File: src/rtl/rheed_result_packer.sv
// rheed_result_packer
// Captures one bank of per-crop CNN results, prefixes a 64-bit frame header
// (magic, crop count, frame ID) and streams the zero-padded buffer out as a
// fixed-length AXI4-Stream burst with tlast on the final beat.
module rheed_result_packer #(
    parameter int          NUM_CROPS = 5,
    parameter int          CROP_BITS = 160,
    parameter int          OUT_WIDTH = 256,
    parameter logic [15:0] MAGIC     = 16'hB0E5
) (
    input  logic                 clk,
    input  logic                 reset_n,
    input  logic                 s_axis_tvalid,
    output logic                 s_axis_tready,
    input  logic [CROP_BITS-1:0] s_axis_tdata [NUM_CROPS],
    output logic                 m_axis_tvalid,
    input  logic                 m_axis_tready,
    output logic [OUT_WIDTH-1:0] m_axis_tdata,
    output logic                 m_axis_tlast,
    output logic [31:0]          frame_cnt,
    output logic                 busy
);

    localparam int NUM_BEATS = (64 + NUM_CROPS * CROP_BITS + OUT_WIDTH - 1) / OUT_WIDTH;
    localparam int BUF_BITS  = NUM_BEATS * OUT_WIDTH;
    localparam int BEAT_W    = (NUM_BEATS > 1) ? $clog2(NUM_BEATS) : 1;
    localparam logic [BEAT_W-1:0] LAST_BEAT = BEAT_W'(NUM_BEATS - 1);

    typedef enum logic [0:0] {
        IDLE = 1'b0,
        SEND = 1'b1
    } state_t;

    state_t                state_r;
    state_t                state_next_s;
    logic [BUF_BITS-1:0]   buf_r;
    logic [BUF_BITS-1:0]   cap_vec_s;
    logic [BEAT_W-1:0]     beat_cnt_r;
    logic [31:0]           cap_cnt_r;
    logic [31:0]           frame_cnt_r;
    logic                  tready_r;
    logic                  cap_hs_s;
    logic                  beat_hs_s;
    logic                  last_s;
    logic                  m_tvalid_s;
    logic                  m_tlast_s;
    logic [OUT_WIDTH-1:0]  m_tdata_s;

    assign cap_hs_s  = s_axis_tvalid & tready_r & (state_r == IDLE);
    assign beat_hs_s = (state_r == SEND) & m_axis_tready;
    assign last_s    = (beat_cnt_r == LAST_BEAT);

    // Assemble the flat frame image (header + crops + zero padding) from the live inputs.
    always_comb begin
        cap_vec_s        = '0;
        cap_vec_s[15:0]  = MAGIC;
        cap_vec_s[23:16] = 8'(NUM_CROPS);
        cap_vec_s[31:24] = 8'h00;
        cap_vec_s[63:32] = cap_cnt_r;
        for (int k = 0; k < NUM_CROPS; k++) begin
            cap_vec_s[64 + k * CROP_BITS +: CROP_BITS] = s_axis_tdata[k];
        end
    end

    // FSM state register.
    always_ff @(posedge clk or negedge reset_n) begin
        if (!reset_n) begin
            state_r <= IDLE;
        end else begin
            state_r <= state_next_s;
        end
    end

    // FSM next-state decode: capture moves to SEND, last-beat handshake returns to IDLE.
    always_comb begin
        state_next_s = state_r;
        case (state_r)
            IDLE: begin
                if (cap_hs_s) begin
                    state_next_s = SEND;
                end else begin
                    state_next_s = IDLE;
                end
            end
            SEND: begin
                if (beat_hs_s && last_s) begin
                    state_next_s = IDLE;
                end else begin
                    state_next_s = SEND;
                end
            end
            default: state_next_s = IDLE;
        endcase
    end

    // FSM output decode from registered state only; data is forced to zero outside SEND.
    always_comb begin
        m_tvalid_s = 1'b0;
        m_tlast_s  = 1'b0;
        m_tdata_s  = '0;
        case (state_r)
            SEND: begin
                m_tvalid_s = 1'b1;
                m_tlast_s  = last_s;
                m_tdata_s  = buf_r[int'(beat_cnt_r) * OUT_WIDTH +: OUT_WIDTH];
            end
            IDLE: begin
                m_tvalid_s = 1'b0;
                m_tlast_s  = 1'b0;
                m_tdata_s  = '0;
            end
            default: begin
                m_tvalid_s = 1'b0;
                m_tlast_s  = 1'b0;
                m_tdata_s  = '0;
            end
        endcase
    end

    // Datapath: frame buffer, beat/capture/frame counters and the registered input-ready.
    always_ff @(posedge clk or negedge reset_n) begin
        if (!reset_n) begin
            buf_r       <= '0;
            beat_cnt_r  <= '0;
            cap_cnt_r   <= 32'd0;
            frame_cnt_r <= 32'd0;
            tready_r    <= 1'b0;
        end else begin
            tready_r <= (state_next_s == IDLE);
            if (cap_hs_s) begin
                buf_r      <= cap_vec_s;
                beat_cnt_r <= '0;
                cap_cnt_r  <= cap_cnt_r + 32'd1;
            end else if (beat_hs_s) begin
                if (last_s) begin
                    frame_cnt_r <= frame_cnt_r + 32'd1;
                end else begin
                    beat_cnt_r <= beat_cnt_r + BEAT_W'(1);
                end
            end else begin
                beat_cnt_r <= beat_cnt_r;
            end
        end
    end

    assign s_axis_tready = tready_r;
    assign m_axis_tvalid = m_tvalid_s;
    assign m_axis_tlast  = m_tlast_s;
    assign m_axis_tdata  = m_tdata_s;
    assign frame_cnt     = frame_cnt_r;
    assign busy          = (state_r == SEND);

endmodule

File: config.mk
export PLATFORM = sky130hd
export DESIGN_NAME = rheed_result_packer
export DESIGN_NICKNAME = d
export VERILOG_FILES = /design/src/rtl/rheed_result_packer.sv
export SDC_FILE = /design/constraint.sdc
export NUM_CORES = 2
export LEC_CHECK = 0
export CAP_MARGIN = 10
export CORE_AREA = 2 2 432 434
export CTS_CLUSTER_DIAMETER = 60
export DETAILED_ROUTE_END_ITERATION = 10
export DIE_AREA = 0 0 434 436
export DONT_BUFFER_PORTS = 1
export SLEW_MARGIN = 20
export SYNTH_ARGS = -nofsm -noshare
export SYNTH_HDL_FRONTEND = slang
export SYNTH_SLANG_ARGS = --single-unit
File: constraint.sdc
create_clock -name clk -period 1.6 [get_ports clk]
set_input_delay 0.16 -clock clk [delete_from_list [all_inputs] [get_ports clk]]
set_output_delay 0.16 -clock clk [all_outputs]
set_load 0.01 [all_outputs]
==> results.toml <==
[logic_synthesis]
synth_fp_nets = 5542
avgSynthCellArea_um2 = 8.71
ys_seq_area_frac = 0.546
netlist_instances = 4735
async_flop_share = 1.00
yosysWarnings = 0
synth.distinct_cells = 36
synthFlopType = "dfrtp_1"
synth_seq_cells = 901
synth_enable_flop_cells = 0
synth_area_um2 = 41300

[route]
drc = 0
post_drt_wl_per_cell_um = 24.5
wl_um = 212000
drt_iter0_markers = 3654
first_pass_iters = 6
vias = 40500
post_drt_via_cell_ratio = 4.68
ant_nets = 0

[die]
core_area_um2 = 185000
rows = 158
die_h_um = 436
initial_core_util = 0.223
die_w_um = 434
io_pins = 1096
design.die.area_um2 = 189000

[cts]
clk_latency_ps = 760
htree_levels = 3
cts_made_buffers = 111
clkSinkCount = 901
cts_buffer_depth = 3
cts_tree = "done"
root_buffer = "clkbuf_16"
cts_hold_buf = 936
clk_pin_slew_ps = 60

[critical_path]
end_kind = "primary output"
start_kind = "flop"
setup.worst_path.class = "reg2out"
crit_start = "beat_cnt_r[0]$_DFFE_PN0P_"
cp.required_ps = 1440
crit_path_max_fanout = 7
rr_startpoint = "beat_cnt_r[0]$_DFFE_PN0P_"
arrival_ps = 2550

[sta]
worst_slew_pin_slew_ps = 1240
setup_viol = 1475
period_needed_ps = 2710
tns_ps = -566170
max_slew_margin = 0.170
max_freq_mhz = 370
skew_ps = 32.2
rsz0062_at_grt = "true"
final_max_slew_viol_count = 0
finalCritPeriodShare = 1.69
final-hold-violation-count = 173
worst_slack_ps = -1110
hold_ws_ps = -905

[grt]
grt_antenna_before_repair = 117
grt_max_degree = 902
grt_pass1_wl_um = 297000
grt_overflow = 0
grt_pass1_vias = 40900
gr-usage-all-layers = 0.216

[power_and_ir_drop]
leakagePower_nw = 31.8
ir_drop_uv = 1060
finalPower_mw = 133
powerDensity_nw_per_um2 = 2030

[hold_path]
worstHoldPathType = "in2async"

[status]
violations = "negative hold slack, negative setup slack"
status = "finished with violations"

[finish]
multiInputGateArea_um2 = 19400
nFillCells = 18200
mostFrequentLayoutCell = "nand2_1"
fin_nets = 6800
final_cell_mix = "nand2_1 (2589), dlygate4sd3_1 (936), dfrtp_1 (898)"
ff_latch_area_um2 = 22600
syn_to_final_growth_pct = 58.7
utilization = 0.355
drive_gt1_frac = 0.214

[placed_design]
dp_slack_ps = -910
hpwl_um = 147000
gp_congestion = 1.01
portBuffers = 0

[run]
maxCapViolations = 0
-- layout make-up --
class / instances / share of cell area
tap: 2480 / 0.0474
clock buffer: 151 / 0.0479
clock inverter: 59 / 0.0112
timing repair buffer: 1443 / 0.250
antenna: 83 / 0.00317
multi-input combinational: 3535 / 0.296
inverter: 1 / 0.0000573
sequential: 901 / 0.344
-- metrics by stage --
step / instance area [um2] / hold slack [ps] / cells
after global routing: 65400 / -959 / 8624
after global placement: 47100 / -111 / 7283
final: 65500 / -905 / 8653
after floorplan: 41500 / -136 / 4735
after CTS: 64600 / -960 / 8561
after detailed placement: 47100 / -115 / 7283
-- final timing paths --
check	slack [ps]	end	cells past startpoint
min	-900	buf_r[584]$_DFFE_PN0P_	0
max	-1110	m_axis_tdata[4]	8
max in group asynchronous	-570	buf_r[216]$_DFFE_PN0P_	4
max reg2reg	-710	frame_cnt[28]$_DFFE_PN0P_	10
min reg2reg	470	buf_r[556]$_DFFE_PN0P_	2
min in group clk	60	buf_r[578]$_DFFE_PN0P_	3
-- layer usage --
layer	routed length [um]	vias to the layer above	global-route usage	share of wire
met2	96200	2070	0.335	0.45
li1	-	17500	-	-
met1	85400	20100	0.279	0.40
met3	17800	657	0.0570	0.084
met5	466	-	0	0.0022
met4	11800	70	0.102	0.056
-- power by group --
part / internal [mW] / switching [mW]
Combinational: 31.4 / 32.0
Clock: 15.8 / 11.1
Sequential: 33.5 / 8.97
Total: 80.6 / 52.1
-- what timing repair did --
| action | in CTS | in global routing |
|---|---|---|
| resized for setup | 840 | 188 |
| endpoints found under the hold margin | 1723 | 149 |
| setup endpoints to repair | 1156 | 1525 |
| cloned | 39 | 4 |
| buffers inserted | 104 | 23 |
| pin swaps | 91 | 45 |
-- cells by family after synthesis --
| kind of cell | count (synthesis) | synth area share |
|---|---|---|
| and+or+nand+nor | 3027 | 0.298 |
| DFF | 901 | 0.546 |
| buffers and inverters | 299 | 0.0317 |
| muxes | 257 | 0.0855 |
| AOI/OAI and AO/OA | 185 | 0.0238 |
| xor gates and xnor gates | 63 | 0.0134 |
| adders and majority gates | 3 | 0.000910 |
-- critical path, cell delays in order (launching register included) --
cell	delay (ps)
dfrtp_4	570
buf_12	190
buf_6	120
nor2b_4	170
buf_12	180
buf_12	110
a22oi_2	90
nor2b_4	200
buf_6	140
-- registers in the layout, indices dropped and copies added, names as in the netlist --
register	flops
beat_cnt_r	2
buf_r	833
busy	1
cap_cnt_r	32
frame_cnt	32
s_axis_tready	1
-- cell usage after synthesis, types with 3 or more instances --
cell,n,area share
xnor2_1,51,0.011
mux2_2,23,0.0063
mux2i_1,160,0.039
clkbuf_1,147,0.013
o21ai_0,161,0.020
nand4_1,8,0.0012
buf_4,3,0.00055
a22oi_1,22,0.0040
nand3_1,28,0.0034
and3_1,14,0.0021
mux4_2,74,0.040
nor4_4,4,0.0021
nor2_1,9,0.00082
nor2b_1,24,0.0036
and2_1,237,0.036
buf_1,9,0.00082
nand2_1,2682,0.24
xor2_1,12,0.0025
buf_2,139,0.017
dfrtp_1,901,0.55
ha_1,3,0.00091
nor3_2,3,0.00073
No activity file was read; power rests on OpenSTA's default activity.
